File: config.mk
export PLATFORM = sky130hd
export DESIGN_NAME = efuse_usr_prog
export DESIGN_NICKNAME = d
export VERILOG_FILES = /design/src/rtl/efuse_pkg.sv /design/src/rtl/efuse_pulse_timer.sv /design/src/rtl/efuse_usr_prog.sv
export SDC_FILE = /design/constraint.sdc
export NUM_CORES = 1
export LEC_CHECK = 0
export CAP_MARGIN = 20
export CORE_ASPECT_RATIO = 1.1
export CORE_MARGIN = 10
export CORE_UTILIZATION = 27
export DETAILED_ROUTE_END_ITERATION = 8
export PLACE_DENSITY_LB_ADDON = 0.1
export SKIP_LAST_GASP = 1
export SLEW_MARGIN = 20
export SYNTH_ARGS = -nofsm -noshare
export SYNTH_HDL_FRONTEND = slang
export SYNTH_SLANG_ARGS = --single-unit
export TNS_END_PERCENT = 1
File: constraint.sdc
create_clock -name CLK -period 3 [get_ports CLK]
set_clock_uncertainty 0.15 [all_clocks]
set_input_delay 0.9 -clock CLK [delete_from_list [all_inputs] [get_ports CLK]]
set_output_delay 0.9 -clock CLK [all_outputs]
set_load 0.1 [all_outputs]
File: src/rtl/efuse_pkg.sv
// Shared encodings for the user eFuse programmer: FSM states, PROG_ERR status
// codes and the pulse/settle counter width.
package efuse_pkg;

   localparam int FUSE_W = 32;
   localparam int IDX_W  = 5;
   localparam int CNT_W  = 8;

   localparam logic [2:0] ST_IDLE   = 3'd0;
   localparam logic [2:0] ST_SCAN   = 3'd1;
   localparam logic [2:0] ST_BURN   = 3'd2;
   localparam logic [2:0] ST_SETTLE = 3'd3;
   localparam logic [2:0] ST_VERIFY = 3'd4;
   localparam logic [2:0] ST_DONE   = 3'd5;

   localparam logic [1:0] ERR_OK       = 2'b00;
   localparam logic [1:0] ERR_DISABLED = 2'b01;
   localparam logic [1:0] ERR_CLEAR    = 2'b10;

   // A bit already blown but absent from the target can never be cleared (OTP).
   function automatic logic clear_attempt(input logic [FUSE_W-1:0] target,
                                          input logic [FUSE_W-1:0] fuse);
      return |(~target & fuse);
   endfunction

endpackage

File: src/rtl/efuse_pulse_timer.sv
// Down-counter that times the burn pulse and the post-burn settle window.
// expire_o is high while the count sits at zero.
module efuse_pulse_timer
   import efuse_pkg::*;
(
   input  logic             clk_i,
   input  logic             rst_ni,
   input  logic             load_i,
   input  logic [CNT_W-1:0] load_val_i,
   output logic [CNT_W-1:0] count_o,
   output logic             expire_o
);

   logic [CNT_W-1:0] count_q;
   logic [CNT_W-1:0] count_d;

   always_comb begin
      count_d = count_q;
      if (load_i) begin
         count_d = load_val_i;
      end else if (count_q != '0) begin
         count_d = count_q - 1'b1;
      end
   end

   always_ff @(posedge clk_i or negedge rst_ni) begin
      if (!rst_ni) begin
         count_q <= '0;
      end else begin
         count_q <= count_d;
      end
   end

   assign count_o  = count_q;
   assign expire_o = (count_q == '0);

endmodule

File: src/rtl/efuse_usr_prog.sv
// User eFuse programming controller: scans the 32-bit target, burns each bit that
// is requested but not yet blown, then verifies and reports a status code.
module efuse_usr_prog
   import efuse_pkg::*;
#(
   parameter logic [31:0] SIM_EFUSE_VALUE   = 32'h00000000,
   parameter int unsigned PROG_PULSE_CYCLES = 16,
   parameter int unsigned SETTLE_CYCLES     = 4
) (
   input  logic        CLK,
   input  logic        RST_N,
   input  logic        PROG_EN,
   input  logic        PROG_START,
   input  logic [31:0] PROG_DATA,
   output logic        PROG_BUSY,
   output logic        PROG_DONE,
   output logic [1:0]  PROG_ERR,
   output logic        FUSE_BURN_EN,
   output logic [4:0]  FUSE_BIT_IDX,
   output logic [31:0] EFUSEUSR
);

   // The timer counts down to zero inclusive, so it is loaded with length-1.
   localparam logic [CNT_W-1:0] PULSE_LOAD  = CNT_W'(PROG_PULSE_CYCLES - 1);
   localparam logic [CNT_W-1:0] SETTLE_LOAD = CNT_W'(SETTLE_CYCLES - 1);
   localparam logic [IDX_W-1:0] LAST_IDX    = IDX_W'(FUSE_W - 1);

   logic [2:0]        state_q, state_d;
   logic [FUSE_W-1:0] tgt_q, tgt_d;
   logic [IDX_W-1:0]  idx_q, idx_d;
   logic [1:0]        err_q, err_d;
   // Non-volatile array: loaded once at time zero and untouched by reset.
   logic [FUSE_W-1:0] fuse_q = SIM_EFUSE_VALUE;
   logic [FUSE_W-1:0] fuse_d;

   logic              tmr_load;
   logic [CNT_W-1:0]  tmr_load_val;
   logic [CNT_W-1:0]  unused_tmr_count;
   logic              tmr_expire;
   logic              need_burn;

   efuse_pulse_timer u_timer (
      .clk_i      (CLK),
      .rst_ni     (RST_N),
      .load_i     (tmr_load),
      .load_val_i (tmr_load_val),
      .count_o    (unused_tmr_count),
      .expire_o   (tmr_expire)
   );

   always_comb begin
      state_d      = state_q;
      tgt_d        = tgt_q;
      idx_d        = idx_q;
      err_d        = err_q;
      fuse_d       = fuse_q;
      tmr_load     = 1'b0;
      tmr_load_val = PULSE_LOAD;
      need_burn    = tgt_q[idx_q] & ~fuse_q[idx_q];

      case (state_q)
         ST_IDLE: begin
            if (PROG_START) begin
               tgt_d = PROG_DATA;
               idx_d = '0;
               err_d = ERR_OK;
               if (!PROG_EN) begin
                  err_d   = ERR_DISABLED;
                  state_d = ST_DONE;
               end else begin
                  if (clear_attempt(PROG_DATA, fuse_q)) begin
                     err_d = ERR_CLEAR;
                  end
                  state_d = ST_SCAN;
               end
            end
         end
         ST_SCAN: begin
            if (need_burn) begin
               tmr_load     = 1'b1;
               tmr_load_val = PULSE_LOAD;
               state_d      = ST_BURN;
            end else if (idx_q == LAST_IDX) begin
               state_d = ST_VERIFY;
            end else begin
               idx_d = idx_q + 1'b1;
            end
         end
         ST_BURN: begin
            // The bit only counts as blown once the full pulse has been applied.
            if (tmr_expire) begin
               fuse_d       = fuse_q | (FUSE_W'(1) << idx_q);
               tmr_load     = 1'b1;
               tmr_load_val = SETTLE_LOAD;
               state_d      = ST_SETTLE;
            end
         end
         ST_SETTLE: begin
            if (tmr_expire) begin
               if (idx_q == LAST_IDX) begin
                  state_d = ST_VERIFY;
               end else begin
                  idx_d   = idx_q + 1'b1;
                  state_d = ST_SCAN;
               end
            end
         end
         ST_VERIFY: begin
            if ((fuse_q & tgt_q) != tgt_q) begin
               err_d = ERR_CLEAR;
            end
            state_d = ST_DONE;
         end
         ST_DONE: begin
            state_d = ST_IDLE;
         end
         default: begin
            state_d = ST_IDLE;
         end
      endcase
   end

   always_ff @(posedge CLK or negedge RST_N) begin
      if (!RST_N) begin
         state_q <= ST_IDLE;
         tgt_q   <= '0;
         idx_q   <= '0;
         err_q   <= ERR_OK;
      end else begin
         state_q <= state_d;
         tgt_q   <= tgt_d;
         idx_q   <= idx_d;
         err_q   <= err_d;
      end
   end

   always_ff @(posedge CLK) begin
      fuse_q <= fuse_d;
   end

   assign PROG_BUSY    = (state_q == ST_SCAN) || (state_q == ST_BURN) ||
                         (state_q == ST_SETTLE) || (state_q == ST_VERIFY);
   assign PROG_DONE    = (state_q == ST_DONE);
   assign PROG_ERR     = err_q;
   assign FUSE_BURN_EN = (state_q == ST_BURN);
   assign FUSE_BIT_IDX = ((state_q == ST_SCAN) || (state_q == ST_BURN) ||
                          (state_q == ST_SETTLE)) ? idx_q : '0;
   assign EFUSEUSR     = fuse_q;

endmodule

Yosys cells after proc, flatten, opt, wreduce, memory -nomap -nowiden
Index checks and enable logic that the tools add are counted.
- $add $sub $neg: 2
- order comparisons: 1
- equal/unequal tests: 13
- shifts and indexed selects: 1
- muxes and demuxes: 30
- bitwise operators: 6
- reductions and logical operators: 15
- operator list (cell ; number):
    AND 32 bit ; 2
    != test 32 bit ; 1
    NOT 32 bit ; 1
    OR 32 bit ; 1
    OR reduction 32 bit ; 1
    left shift 1 x 5 -> 32 bit, first input constant ; 1
    two-way mux 5 bit ; 5
    two-way mux 3 bit ; 7
    two-way mux 8 bit ; 2
    one-hot mux 3 bit (5 select lines) ; 1
    one-hot mux 5 bit (3 select lines) ; 1
    binary-select mux 1 bit (select 5 bit) ; 2
    zero test 8 bit ; 1
    two-way mux 2 bit ; 4
    two-way mux 4 bit ; 2
    != test 2 bit, second input constant ; 4
    AND reduction 4 bit ; 2
    nonzero test 8 bit ; 1
    subtractor 8 x 1 -> 8 bit, second input constant ; 1
    == test 3 x 2 -> 1 bit, second input constant ; 2
    == test 3 bit, second input constant ; 2
    < comparator 5 x 6 -> 1 bit, second input constant ; 1
    adder 5 x 1 -> 5 bit, second input constant ; 1
    == test 5 bit, second input constant ; 1
    other kinds (14) ; 21
- flip-flop bits (word level): 82
- bits of input ports: 36
- output and inout port bits: 42

Depth between registers and ports, before layout
Gate-level depths: netlist of run 1.
- depth in word-level cells: 7
- mapped depth: 8
- gate-level depth less buffers: 8

Cells and area by module
Synthesis of run 1 repeated with hierarchy kept, for this count alone.
- cells, all modules: 456
- area, all modules: 4608.2 um^2
- modules (own cells, without submodules) (module ; instances ; cells an instance ; area an instance (um^2) ; seq. area each (um^2)):
    efuse_usr_prog ; 1 ; 402 ; 4131.5 ; 2011.9
    efuse_pulse_timer ; 1 ; 54 ; 476.7 ; 200.2

Worst setup path after synthesis of run 1
OpenSTA, ideal clock, no wires.
- kind: reg-to-reg
- start point: reg state_q[1]
- end point: reg fuse_q[0], in the netlist EFUSEUSR[0] (enable)
- data arrival time: 4.291 ns
- path slack: -1.846 ns
- cell stages (with the launch flop): 5
- period minus slack after synthesis: 4.846 ns
- cell sequence: dfrtp_1 > clkbuf_1 > nor3b_1 > and2_1 > clkbuf_1
- longest elaborated chain between the ends: 2
- RTL lines (item ; RTL line ; RTL):
    from (decl) ; efuse_usr_prog.sv:28 ; logic [2:0] state_q, state_d;
    from (signal assigned) ; efuse_usr_prog.sv:130 ; state_q <= state_d;
    == test 3 x 2 -> 1 bit ; - ;
    named net FUSE_BURN_EN ; efuse_usr_prog.sv:18 ; output logic FUSE_BURN_EN,
    AND reduction 2 bit (no line) ; - ;
    to (signal assigned) ; efuse_usr_prog.sv:138 ; fuse_q <= fuse_d;
    to (decl) ; efuse_usr_prog.sv:33 ; logic [FUSE_W-1:0] fuse_q = SIM_EFUSE_VALUE;
The timed path passes the listed nets, and every way through them passes these cells.
A chain may end at the register's enable or synchronous reset.

Final worst setup path of run 1
- start point: reg state_q[2]
- end point: out PROG_DONE
- longest elaborated chain between the ends: 1
- RTL lines (item ; RTL line ; RTL):
    == test 3 bit ; efuse_usr_prog.sv:143 ; assign PROG_DONE = (state_q == ST_DONE);
    to (decl) ; efuse_usr_prog.sv:16 ; output logic PROG_DONE,
Every way passes these cells.

==> results of run 1 <==
sequential cells by signal, indices dropped and copies added, names as in the netlist:
signal and count:
EFUSEUSR 32, PROG_ERR 2, idx_q 5, state_q 3, tgt_q 32, u_timer.count_o 8
metal layers:
layer / track usage [%] / vias up / wire [um]
met2: 22.02 / 87 / 7020
met5: 0 / - / 0
met3: 2.882 / 17 / 827
li1: - / 1652 / -
met1: 17.46 / 1706 / 6569
met4: 6.053 / 0 / 333
worst paths after layout:
kind,startpoint,endpoint,slack [ns],depth (start not counted)
max,state_q[2],PROG_DONE,0.30,2
min,tgt_q[18],tgt_q[18],0.35,1
max reg2reg,idx_q[1],idx_q[3],0.40,6
min reg2reg,tgt_q[18],tgt_q[18],0.35,1
max in group asynchronous,RST_N,state_q[2],1.74,2
min in group asynchronous,RST_N,tgt_q[4],0.38,1
kinds of logic after synthesis:
kind of cell / share of synthesized area (%)
fa+ha+maj: 2.577
compound gates: 11.71
mux: 11.34
simple gates: 16.69
xor+xnor: 1.203
buf+inv: 5.869
flops: 50.62
cell type report:
class,instances,area [um2],share of cell area [%]
clock buffers,11,242.7,4.154
clock inverters,5,53.80,0.9208
repair buffers,97,948.4,16.23
inverters,49,183.9,3.148
well taps,200,250.2,4.283
multi-input cells,266,1952,33.40
flip-flops and latches,82,2212,37.86
cell usage after synthesis, types with 2 or more instances:
master,count,area [um2]
mux4_2,4,90.09
nand2_1,44,165.2
nand3_1,5,25.02
nor4_1,10,62.56
mux2_2,26,292.8
and2_1,3,18.77
xor2_1,3,26.28
a21o_1,4,30.03
dfrtp_1,50,1251
edfxtp_1,32,960.9
nand2b_1,11,68.82
a31oi_1,4,25.02
or2_1,2,12.51
a21oi_1,3,15.01
o31ai_1,6,45.04
mux4_1,2,52.55
o311ai_0,4,35.03
o21ai_0,16,80.08
inv_2,2,7.510
nor2b_1,23,143.9
inv_1,47,176.4
xnor2_1,3,26.28
nor2_1,11,41.29
o2111ai_1,2,17.52
mux2i_1,6,60.06
nand3b_1,5,37.54
o22ai_1,17,106.4
a22o_1,4,35.03
ha_1,9,112.6
a22oi_1,3,22.52
clkbuf_1,12,45.04
nor3_1,18,90.09
a31o_2,4,35.03
power by group:
group	switching [W]	internal, W	total, W
Sequential	0.000208	0.00149	0.00170
Combinational	0.00128	0.000934	0.00221
Clock	0.000469	0.000664	0.00113
per-stage QoR:
stage          hold slack, ns  cell area (um2)  worst slack (ns)  instances  util, %
6_report               0.3470             5843            0.3044        710    36.99
5_1_grt                0.3707             5843            0.1850        710    36.99
4_1_cts                0.3517             5843            0.2770        710    36.99
3_5_place_dp           0.3374             5547            0.2665        694    35.12
3_3_place_gp           0.3329             5547            0.2702        694    35.12
2_1_floorplan          0.3227             4414           -0.3100        413        -
==> flow_summary.json, run 1 <==
{
  "first_pass_iters": 4,
  "num-fill-cells": 1639,
  "clk_pin_slew_ns": 0.06,
  "grt_overflow_total": 0,
  "crit_family": "flip-flops",
  "path_class": "reg -> out",
  "antenna_found_initial": 0,
  "grtUsageTotal_pct": 13.79,
  "cp_slowest_stage_delay_ns": 0.83,
  "via_count": 3462,
  "worst_slew_pin_slew_ns": 0.7600,
  "grt_max_degree": 37,
  "cts_hold_buf": 0,
  "finalWeightedCongestion": 0.8310,
  "final-setup-viol-count": 0,
  "final_layout_size_suffix_gt1_share_pct": 24.51,
  "clkSinkCount": 82,
  "syn-cell-area_mm2": 0.004370,
  "drt-initial-drc-count": 218,
  "cts_resized": 0,
  "crit_slowest_cell": "dfrtp_1",
  "rsz0062_at_grt": "no",
  "syn_avg_cell_area_um2": 10.58,
  "area_growth_pct": 33.70,
  "power_w": 0.005046,
  "period_share_pct": 89.85,
  "nNetsFinal": 550,
  "synth_seq_area_share_pct": 50.62,
  "hpwlAfterDp_um": 11190,
  "maxCapViolCount": 0,
  "port_buffers": 77,
  "num_rows": 48,
  "maxSlewHeadroom_pct": 49.33,
  "n_antenna_cell": 0,
  "final_common_cell": "buf_4",
  "cts_made_buffers": 9,
  "crit_path_end_kind": "output port",
  "critPathArrivalTime_ns": 1.65,
  "timing.critical_path.buf_inv": 1,
  "p_leak_nw": 2.411,
  "layout_common_cells": "buf_4 (51), dfrtp_1 (50), inv_1 (47), nand2_1 (44), clkdlybuf4s50_1 (34)",
  "maxSlewViolCount": 0,
  "synth-async-reset-ratio_pct": 60.98,
  "ios": 78,
  "initial_core_util_pct": 27.67,
  "synth_seq_cells": 82,
  "grt_pass1_vias": 3698,
  "tns_ns": 0,
  "irDropWorstVdd_v": 0.0004775,
  "hp-class": "reg -> reg",
  "cts_tree": "yes",
  "cp_data_required_time_ns": 1.95,
  "antenna_left": 0,
  "post-route-min-period_ns": 2.696,
  "wirelength_um": 14750,
  "p_per_area_mw_per_mm2": 863.5,
  "grt_first_pass_wirelength_um": 22950,
  "ys_types": 51,
  "status": "finished clean",
  "fmax_mhz": 371.0,
  "root_buffer": "clkbuf_16",
  "synth-edff-count": 32,
  "drc": 0,
  "cts_setup_buffers": 0,
  "vias_per_cell": 4.876,
  "chipHeight_um": 153.4,
  "critPathMaxFanout": 18,
  "synth_ff_type": "dfrtp_1",
  "coreArea_mm2": 0.01580,
  "syn_nets": 458,
  "path_cells": "and2_1 > buf_12",
  "cp-start-kind": "flop",
  "finalHoldViolCount": 0,
  "die-area_mm2": 0.02168,
  "die_x_um": 141.3,
  "clkLatencyLatePin_ns": 0.35,
  "wl_per_cell_um": 20.77,
  "htreeDepth": 3,
  "cts_buffer_depth": 2,
  "syn_inst": 413,
  "yosys_warnings": 0
}
Power figures use the tool's default switching activity.
==> inputs of run 2 (changes only) <==
Settings changed: CORE_MARGIN 10 to unset, TNS_END_PERCENT 1 to unset.
==> run 2 against run 1 <==
Against the previous run: worst hold slack about the same; sequential cell count unchanged; non-clock buffer count unchanged; critical path type unchanged; cell area increased by 0.43%; core utilization increased by 0.30 points; via count increased by 1.1%.
==> flow_summary.json, run 2 (same netlist as run 1, synthesis figures left out) <==
{
  "status": "finished clean",
  "p_per_area_mw_per_mm2": 894.6,
  "antenna_left": 0,
  "num-fill-cells": 1595,
  "drc": 0,
  "final_layout_size_suffix_gt1_share_pct": 24.51,
  "path_class": "reg -> out",
  "grt_first_pass_wirelength_um": 21300,
  "initial_core_util_pct": 27.78,
  "cts_tree": "yes",
  "clk_pin_slew_ns": 0.06,
  "hpwlAfterDp_um": 10250,
  "maxSlewViolCount": 0,
  "cp-start-kind": "flop",
  "multiInputGateArea_mm2": 0.001952,
  "die_x_um": 123.3,
  "critPathMaxFanout": 18,
  "irDropWorstVdd_v": 0.0005992,
  "reg2reg_slack_ns": 0.50,
  "hp-class": "reg -> reg",
  "cts_buffer_depth": 2,
  "via_count": 3501,
  "cts_resized": 0,
  "wl_per_cell_um": 19.52,
  "tns_ns": 0,
  "setup.worst_path.end": "PROG_DONE",
  "grt_max_degree": 37,
  "cts_made_buffers": 9,
  "drt-initial-drc-count": 241,
  "antenna_found_initial": 0,
  "grtUsageTotal_pct": 17.77,
  "layout_common_cells": "buf_4 (52), dfrtp_1 (50), inv_1 (47), nand2_1 (44), clkdlybuf4s50_1 (34)",
  "crit_path_end_kind": "output port",
  "grt_pass1_vias": 3587,
  "critPathArrivalTime_ns": 1.64,
  "layout.cells.non_filler": 710,
  "nNetsFinal": 550,
  "placed_cell_area_mm2": 0.005534,
  "clkSinkCount": 82,
  "num_rows": 48,
  "seqCellArea_mm2": 0.002212,
  "p_leak_nw": 2.430,
  "area_growth_pct": 34.27,
  "htreeDepth": 3,
  "cts_hold_buf": 0,
  "final_common_cell": "buf_4",
  "root_buffer": "clkbuf_16",
  "finalHoldViolCount": 0,
  "maxCapViolCount": 0,
  "ff2ff_path_depth": 7,
  "cp_data_required_time_ns": 1.95,
  "n_antenna_cell": 0,
  "final-setup-viol-count": 0,
  "reg2reg_to": "idx_q[1]",
  "rr_startpoint": "idx_q[1]",
  "first_pass_iters": 4,
  "ios": 78,
  "rsz0062_at_grt": "no",
  "maxSlewHeadroom_pct": 41.13,
  "chipHeight_um": 135.4,
  "die-area_mm2": 0.01670,
  "final_cell_area_mm2": 0.005868,
  "port_buffers": 77,
  "vias_per_cell": 4.931,
  "clkLatencyLatePin_ns": 0.35,
  "fmax_mhz": 372.1,
  "grt_overflow_total": 0,
  "wirelength_um": 13860,
  "finalWeightedCongestion": 0.8016,
  "period_share_pct": 89.58,
  "worst_slew_pin_slew_ns": 0.8830,
  "crit_path_start": "state_q[2]",
  "cts_setup_buffers": 0,
  "post-route-min-period_ns": 2.687,
  "coreArea_mm2": 0.01574,
  "post-place-cells": 694
}
## run 2: cell types whose count changed in the layout (fill, tap and decap cells not counted), sizes merged
cell	previous run	this run
clkinvlp	2	0
clkinv	2	0
bufinv	1	2
clkbuf	11	14
## run 2: worst min path at each step
stage,start,to,slack (ns),cells past startpoint
after detailed placement,tgt_q[28],tgt_q[28],0.34,1
after global placement,tgt_q[17],tgt_q[17],0.33,1
after global routing,tgt_q[28],tgt_q[28],0.36,1
after CTS,tgt_q[24],tgt_q[24],0.35,1
final,tgt_q[24],tgt_q[24],0.35,1
after floorplan,tgt_q[23],tgt_q[23],0.32,1
## run 2: per-stage QoR
step	setup WS [ns]	util, %	hold slack (ns)	power [W]
global placement	0.1991	35.17	0.3328	0.004021
detailed placement	0.1589	35.17	0.3379	0.004024
global route	0.2101	37.29	0.3595	0.005537
CTS	0.3002	37.29	0.3521	0.005299
floorplan	-0.1187	-	0.3227	0.003207
finish	0.3126	37.29	0.3472	0.005250
## run 2: worst max-delay path, cell delays in order, from the launching register on
cell and delay, ns:
dfrtp_1 0.81, and2_1 0.29, buf_12 0.19
## run 2: layout make-up
cell class / instances / share of cell area [%]
inverters: 49 / 3.134
well taps: 200 / 4.264
repair buffers: 97 / 15.95
flip-flops and latches: 82 / 37.70
clock buffers: 14 / 4.670
multi-input cells: 266 / 33.26
clock inverters: 2 / 1.023
## run 2: routing by layer
metal	wire length (um)	track usage [%]	share of wire, %
met5	0	0	0
met4	216	6.827	1.6
met3	865	3.662	6.2
met2	6655	28.55	48
met1	6124	23.32	44
## run 2: report_power, final
| part | switching [W] | total, W | internal (W) | leakage, nW |
|---|---|---|---|---|
| Clock | 0.000457 | 0.00126 | 0.000799 | 0.163 |
| Combinational | 0.00129 | 0.00226 | 0.000963 | 1.40 |
| Sequential | 0.000242 | 0.00174 | 0.00150 | 0.870 |
| Total | 0.00199 | 0.00525 | 0.00326 | 2.43 |
==> inputs of run 3 (changes only) <==
Settings changed: ABC_CLOCK_PERIOD_IN_PS set to 3000, CELL_PAD_IN_SITES_DETAIL_PLACEMENT set to 1, CELL_PAD_IN_SITES_GLOBAL_PLACEMENT set to 1, CORE_ASPECT_RATIO 1.1 to unset.
==> run 3 against run 2 <==
Against the previous run: sequential cell count stayed put; final cell count is 2.3% higher; wire length is 1.9% higher; die area hardly changed; critical path type unchanged; largest cell class unchanged; register-to-register slack worse by 0.08 ns; largest power group unchanged; combinational power is 7% lower; via count hardly changed; worst hold slack hardly changed; clock-buffer cell count is 3 lower; highest routed layer unchanged; first-iteration DRC count is 42% lower.
==> flow_summary.json, run 3 (same netlist as run 1, synthesis figures left out) <==
{
  "status": "finished clean",
  "maxSlewHeadroom_pct": 49.33,
  "n_antenna_cell": 0,
  "multiInputGateArea_mm2": 0.001952,
  "place_ws_ns": 0.2571,
  "num-fill-cells": 1786,
  "drt-initial-drc-count": 140,
  "coreArea_mm2": 0.01583,
  "first_pass_iters": 4,
  "maxSlewViolCount": 0,
  "final_layout_size_suffix_gt1_share_pct": 24.51,
  "final_common_cell": "buf_4",
  "grt_max_degree": 51,
  "period_share_pct": 93.51,
  "fmax_mhz": 356.5,
  "hpwlAfterDp_um": 10480,
  "cts_setup_buffers": 0,
  "finalWeightedCongestion": 0.8198,
  "cts_made_buffers": 9,
  "vias_per_cell": 4.818,
  "via_count": 3498,
  "cp-start-kind": "flop",
  "finalHoldViolCount": 0,
  "clkSinkCount": 82,
  "maxCapViolCount": 0,
  "clk_pin_slew_ns": 0.06,
  "htreeDepth": 3,
  "rr_startpoint": "idx_q[1]",
  "p_leak_nw": 2.406,
  "die-area_mm2": 0.01670,
  "root_buffer": "clkbuf_16",
  "wl_per_cell_um": 19.46,
  "port_buffers": 77,
  "critPathArrivalTime_ns": 1.76,
  "area_growth_pct": 33.95,
  "crit_path_end_kind": "output port",
  "path_class": "reg -> out",
  "cts_buffer_depth": 2,
  "nNetsFinal": 550,
  "grtUsageTotal_pct": 18.44,
  "crit_path_start": "state_q[0]",
  "initial_core_util_pct": 27.61,
  "seqCellArea_mm2": 0.002212,
  "fin_util_pct": 36.99,
  "ios": 78,
  "die_x_um": 129.2,
  "p_per_area_mw_per_mm2": 847.4,
  "chipHeight_um": 129.2,
  "tns_ns": 0,
  "drc": 0,
  "final-setup-viol-count": 0,
  "grt_overflow_total": 0,
  "layout_common_cells": "buf_4 (51), dfrtp_1 (50), inv_1 (47), nand2_1 (44), clkdlybuf4s50_1 (34)",
  "hp-class": "reg -> reg",
  "cts_resized": 0,
  "worstHoldStart": "tgt_q[21]",
  "clkLatencyLatePin_ns": 0.35,
  "worst_slew_pin_slew_ns": 0.7600,
  "cp_data_required_time_ns": 1.95,
  "grt_first_pass_wirelength_um": 22280,
  "critPathMaxFanout": 15,
  "cts_tree": "yes",
  "power_w": 0.004961,
  "grt_pass1_vias": 3700,
  "rsz0062_at_grt": "no",
  "wirelength_um": 14130,
  "antenna_left": 0,
  "irDropWorstVdd_v": 0.0006602,
  "post-route-min-period_ns": 2.805,
  "holdWs_ns": 0.3469,
  "num_rows": 46,
  "antenna_found_initial": 0,
  "fin_ws_ns": 0.1946,
  "cts_hold_buf": 0
}
[run 3: cell count changes in the layout (fill, tap and decap cells not counted)]
cell	change
clkinv_2	+2
clkinvlp_4	+2
buf_4	-1
buf_12	+1
bufinv_16	-1
clkbuf_8	-3
[run 3: metal layers]
layer / GRT usage (%) / up-vias / part of all wire (%)
met3: 5.161 / 5 / 4.9
met2: 30.65 / 70 / 50
met4: 3.945 / 0 / 0.71
met1: 23.86 / 1771 / 44
li1: - / 1652 / -
met5: 0 / - / 0
[run 3: layout make-up]
cell class	count	share of cell area (%)
Sequential cell	82	37.79
Clock buffer	11	3.975
Timing Repair Buffer	97	16.20
Multi-Input combinational cell	266	33.34
Inverter	49	3.142
Tap cell	216	4.616
Clock inverter	5	0.9404
[run 3: critical path, stage by stage (launching register included)]
cell     delay (ns)
dfrtp_1        0.67
nor2_1         0.10
buf_4          0.20
nor3_2         0.23
buf_12         0.22
[run 3: worst paths after layout]
path	end	slack, ns	cells after the start
setup / recovery	FUSE_BIT_IDX[2]	0.19	4
setup reg to reg	idx_q[0]	0.42	6
hold / removal	tgt_q[21]	0.35	1
hold reg to reg	tgt_q[21]	0.35	1
max in group asynchronous	tgt_q[31]	2.03	2
min in group asynchronous	tgt_q[29]	0.39	2
[run 3: where the power goes]
part	switching, W	leakage, nW	total, W	internal [W]
logic	0.00120	1.40	0.00211	0.000910
clock network	0.000465	0.136	0.00111	0.000643
registers	0.000255	0.870	0.00175	0.00149
[run 3: stage by stage]
step	cell area, um2	std cells
global placement	5567	710
detailed placement	5567	710
global route	5854	726
finish	5854	726
floorplan	4415	413
CTS	5854	726
==> RTL change: new RTL, config.mk and constraints of run 1 <==
Reset style: synchronous (`RST_N` and `rst_ni`), changed in 2 clocked blocks.
--- a/src/rtl/efuse_pulse_timer.sv
+++ b/src/rtl/efuse_pulse_timer.sv
@@ -25,3 +25,3 @@
 
-   always_ff @(posedge clk_i or negedge rst_ni) begin
+   always_ff @(posedge clk_i) begin
       if (!rst_ni) begin
--- a/src/rtl/efuse_usr_prog.sv
+++ b/src/rtl/efuse_usr_prog.sv
@@ -122,3 +122,3 @@
 
-   always_ff @(posedge CLK or negedge RST_N) begin
+   always_ff @(posedge CLK) begin
       if (!RST_N) begin
Behaviour: differs if RST_N is asserted again (counterexample within 4 cycles, from zero or initial values and one cycle with RST_N low); with RST_N held inactive, the same outputs for 10 cycles.
==> RTL change against run 1 <==
- final area rose by 2.7%
- sequential share of layout area decreased by 5.2 points
- combinational power down 48%
- core utilization is 0.48 points lower
- synthesized cell count up 29%
- via count up 18%
- final cell count is 16% higher
- sequential cell count is the same
- total power shrank 26%
- routed wire length is 9.9% higher
- synthesized area is 3.7% higher
- worst setup slack worse by 0.080 ns
- critical endpoint is now FUSE_BIT_IDX[1]
- largest cell class is now multi-input gates
- largest power group is now registers
==> RTL change: results (changes against run 1) <==
- First-pass GRT wire length: 24,900 µm (+8.4%)
- DP Area: 0.00569 mm² (+2.6%)
- Root buffer cell: clkbuf_16
- GR Util met3: 0.0338 (+0.00498)
- Drt wl/cell: 19.7 µm (-5.2%)
- Routability cong.: 0.855 (+2.9%)
- Register-to-register setup slack: 0.28 ns (-0.12 ns)
- Final layout net count: 659 (+20%)
- Ratio of cells with drive above 1 in the final layout: 0.168 (-0.0771)
- VDD IR max: 0.525 mV (+9.9%)
- Antenna Diode Count: 0 (unchanged)
- Worst-path fanout max: 10 (-8)
- FF-to-FF End: idx_q[0]$_SDFFE_PN0P_
- Top FF cell, synth: dfxtp_1
- Sequential fraction of the synthesis area: 0.433 (-0.0731)
- Pleak: 2.22 nW (-7.8%)
- Async SR Flop Fraction: 0 (-0.610)
- Dpl hpwl: 12,300 µm (+10%)
- H-tree Lvls: 3 (unchanged)
- Synth area leaders: dfxtp_1, edfxtp_1, nand2_1
- CP arrival: 1.73 ns (+0.08 ns)
- Pre-CTS setup slack: 0.235 ns (-0.0320 ns)
- Met1 GRT Util: 0.179 (+0.00465)
- Cell variety after synth: 61 (+20%)
- Hold Crit Depth: 2 (+1)
- Outcome: completed
- Syn_nets: 576 (+26%)
- Peak Freq: 360 MHz (-2.9%)
- Commonest cells in the netlist: nand2_1, dfxtp_1, inv_1
- All-Layer GR Usage: 0.146 (+0.00840)
- Measured slew at the worst slew-check pin: 0.857 ns (+0.0972 ns)
- Worst R2R Start: idx_q[0]$_SDFFE_PN0P_
- DR iter-0 viols: 335 (+54%)
- Met2 Use GR: 0.249 (+0.0291)
- Fillers: 1,698 (+3.6%)
- Largest net degree at the start of global routing: 48 (+30%)
- Worst r2r path cells: 8 (+2)
- Count of input and output buffers: 77 (unchanged)
- Worst Hold Endpoint: tgt_q[6]$_SDFFE_PN0P_
- Number of global-route vias before repair: 4,217 (+14%)
RTL change: changes by cell type in the layout (fill, tap and decap cells not counted), sizes merged, moves of 10 or more:
cell | before | now
dfrtp | 50 | 0
a21boi | 0 | 32
a21oi | 4 | 15
nand2b | 11 | 21
mux2 | 26 | 2
dfxtp | 0 | 50
nand2 | 44 | 123
RTL change: worst max-delay path, cell delays in order (launching register included):
cell and delay [ns]:
dfxtp_1 0.56, inv_1 0.18, buf_4 0.19, nor3_2 0.23, buf_12 0.21
RTL change: through the flow:
step	cells	hold WS [ns]
6_report	823	0.312
5_1_grt	823	0.341
3_5_place_dp	807	0.304
2_1_floorplan	531	0.289
3_3_place_gp	807	0.301
4_1_cts	823	0.315
RTL change: kinds of logic after synthesis:
kind of cell               Yosys count  synth area share
DFF                                 82             0.433
xor gates and xnor gates             5           0.00967
muxes                                9            0.0315
buffers and inverters               73            0.0635
adders and majority gates            9            0.0249
and+or+nand+nor                    239             0.255
AOI/OAI and AO/OA                  114             0.183
RTL change: worst max-delay path by stage:
| stage | endpoint | from | cells after the start |
|---|---|---|---|
| after floorplan | PROG_DONE | state_q[2]$_SDFFE_PN0P_ | 4 |
| after global placement | PROG_ERR[1]$_SDFFE_PN0P_ | PROG_DATA[24] | 9 |
| after detailed placement | idx_q[2]$_SDFFE_PN0P_ | PROG_START | 7 |
| after CTS | FUSE_BIT_IDX[1] | idx_q[1]$_SDFFE_PN0P_ | 4 |
| after global routing | FUSE_BIT_IDX[1] | idx_q[1]$_SDFFE_PN0P_ | 4 |
| final | FUSE_BIT_IDX[1] | idx_q[1]$_SDFFE_PN0P_ | 4 |
RTL change: layout make-up:
class / instances / area [µm²] / share of cell area
repair buffers: 99 / 981 / 0.164
well taps: 204 / 255 / 0.0425
clock inverters: 6 / 81.3 / 0.0136
clock buffers: 10 / 229 / 0.0382
inverters: 46 / 173 / 0.0288
flip-flops and latches: 82 / 1960 / 0.327
multi-input cells: 376 / 2320 / 0.386
RTL change: report_power, final:
part	leakage, nW	switching (mW)	internal (mW)	total (mW)
logic	1.48	0.704	0.460	1.16
registers	0.592	0.107	1.27	1.38
clock network	0.150	0.459	0.724	1.18
total	2.22	1.27	2.46	3.73
RTL change: metal layers:
| metal | vias to the layer above | routed length (µm) |
|---|---|---|
| met3 | 13 | 801 |
| met5 | - | 0 |
| li1 | 2017 | - |
| met2 | 92 | 8060 |
| met1 | 1960 | 7090 |
| met4 | 0 | 263 |
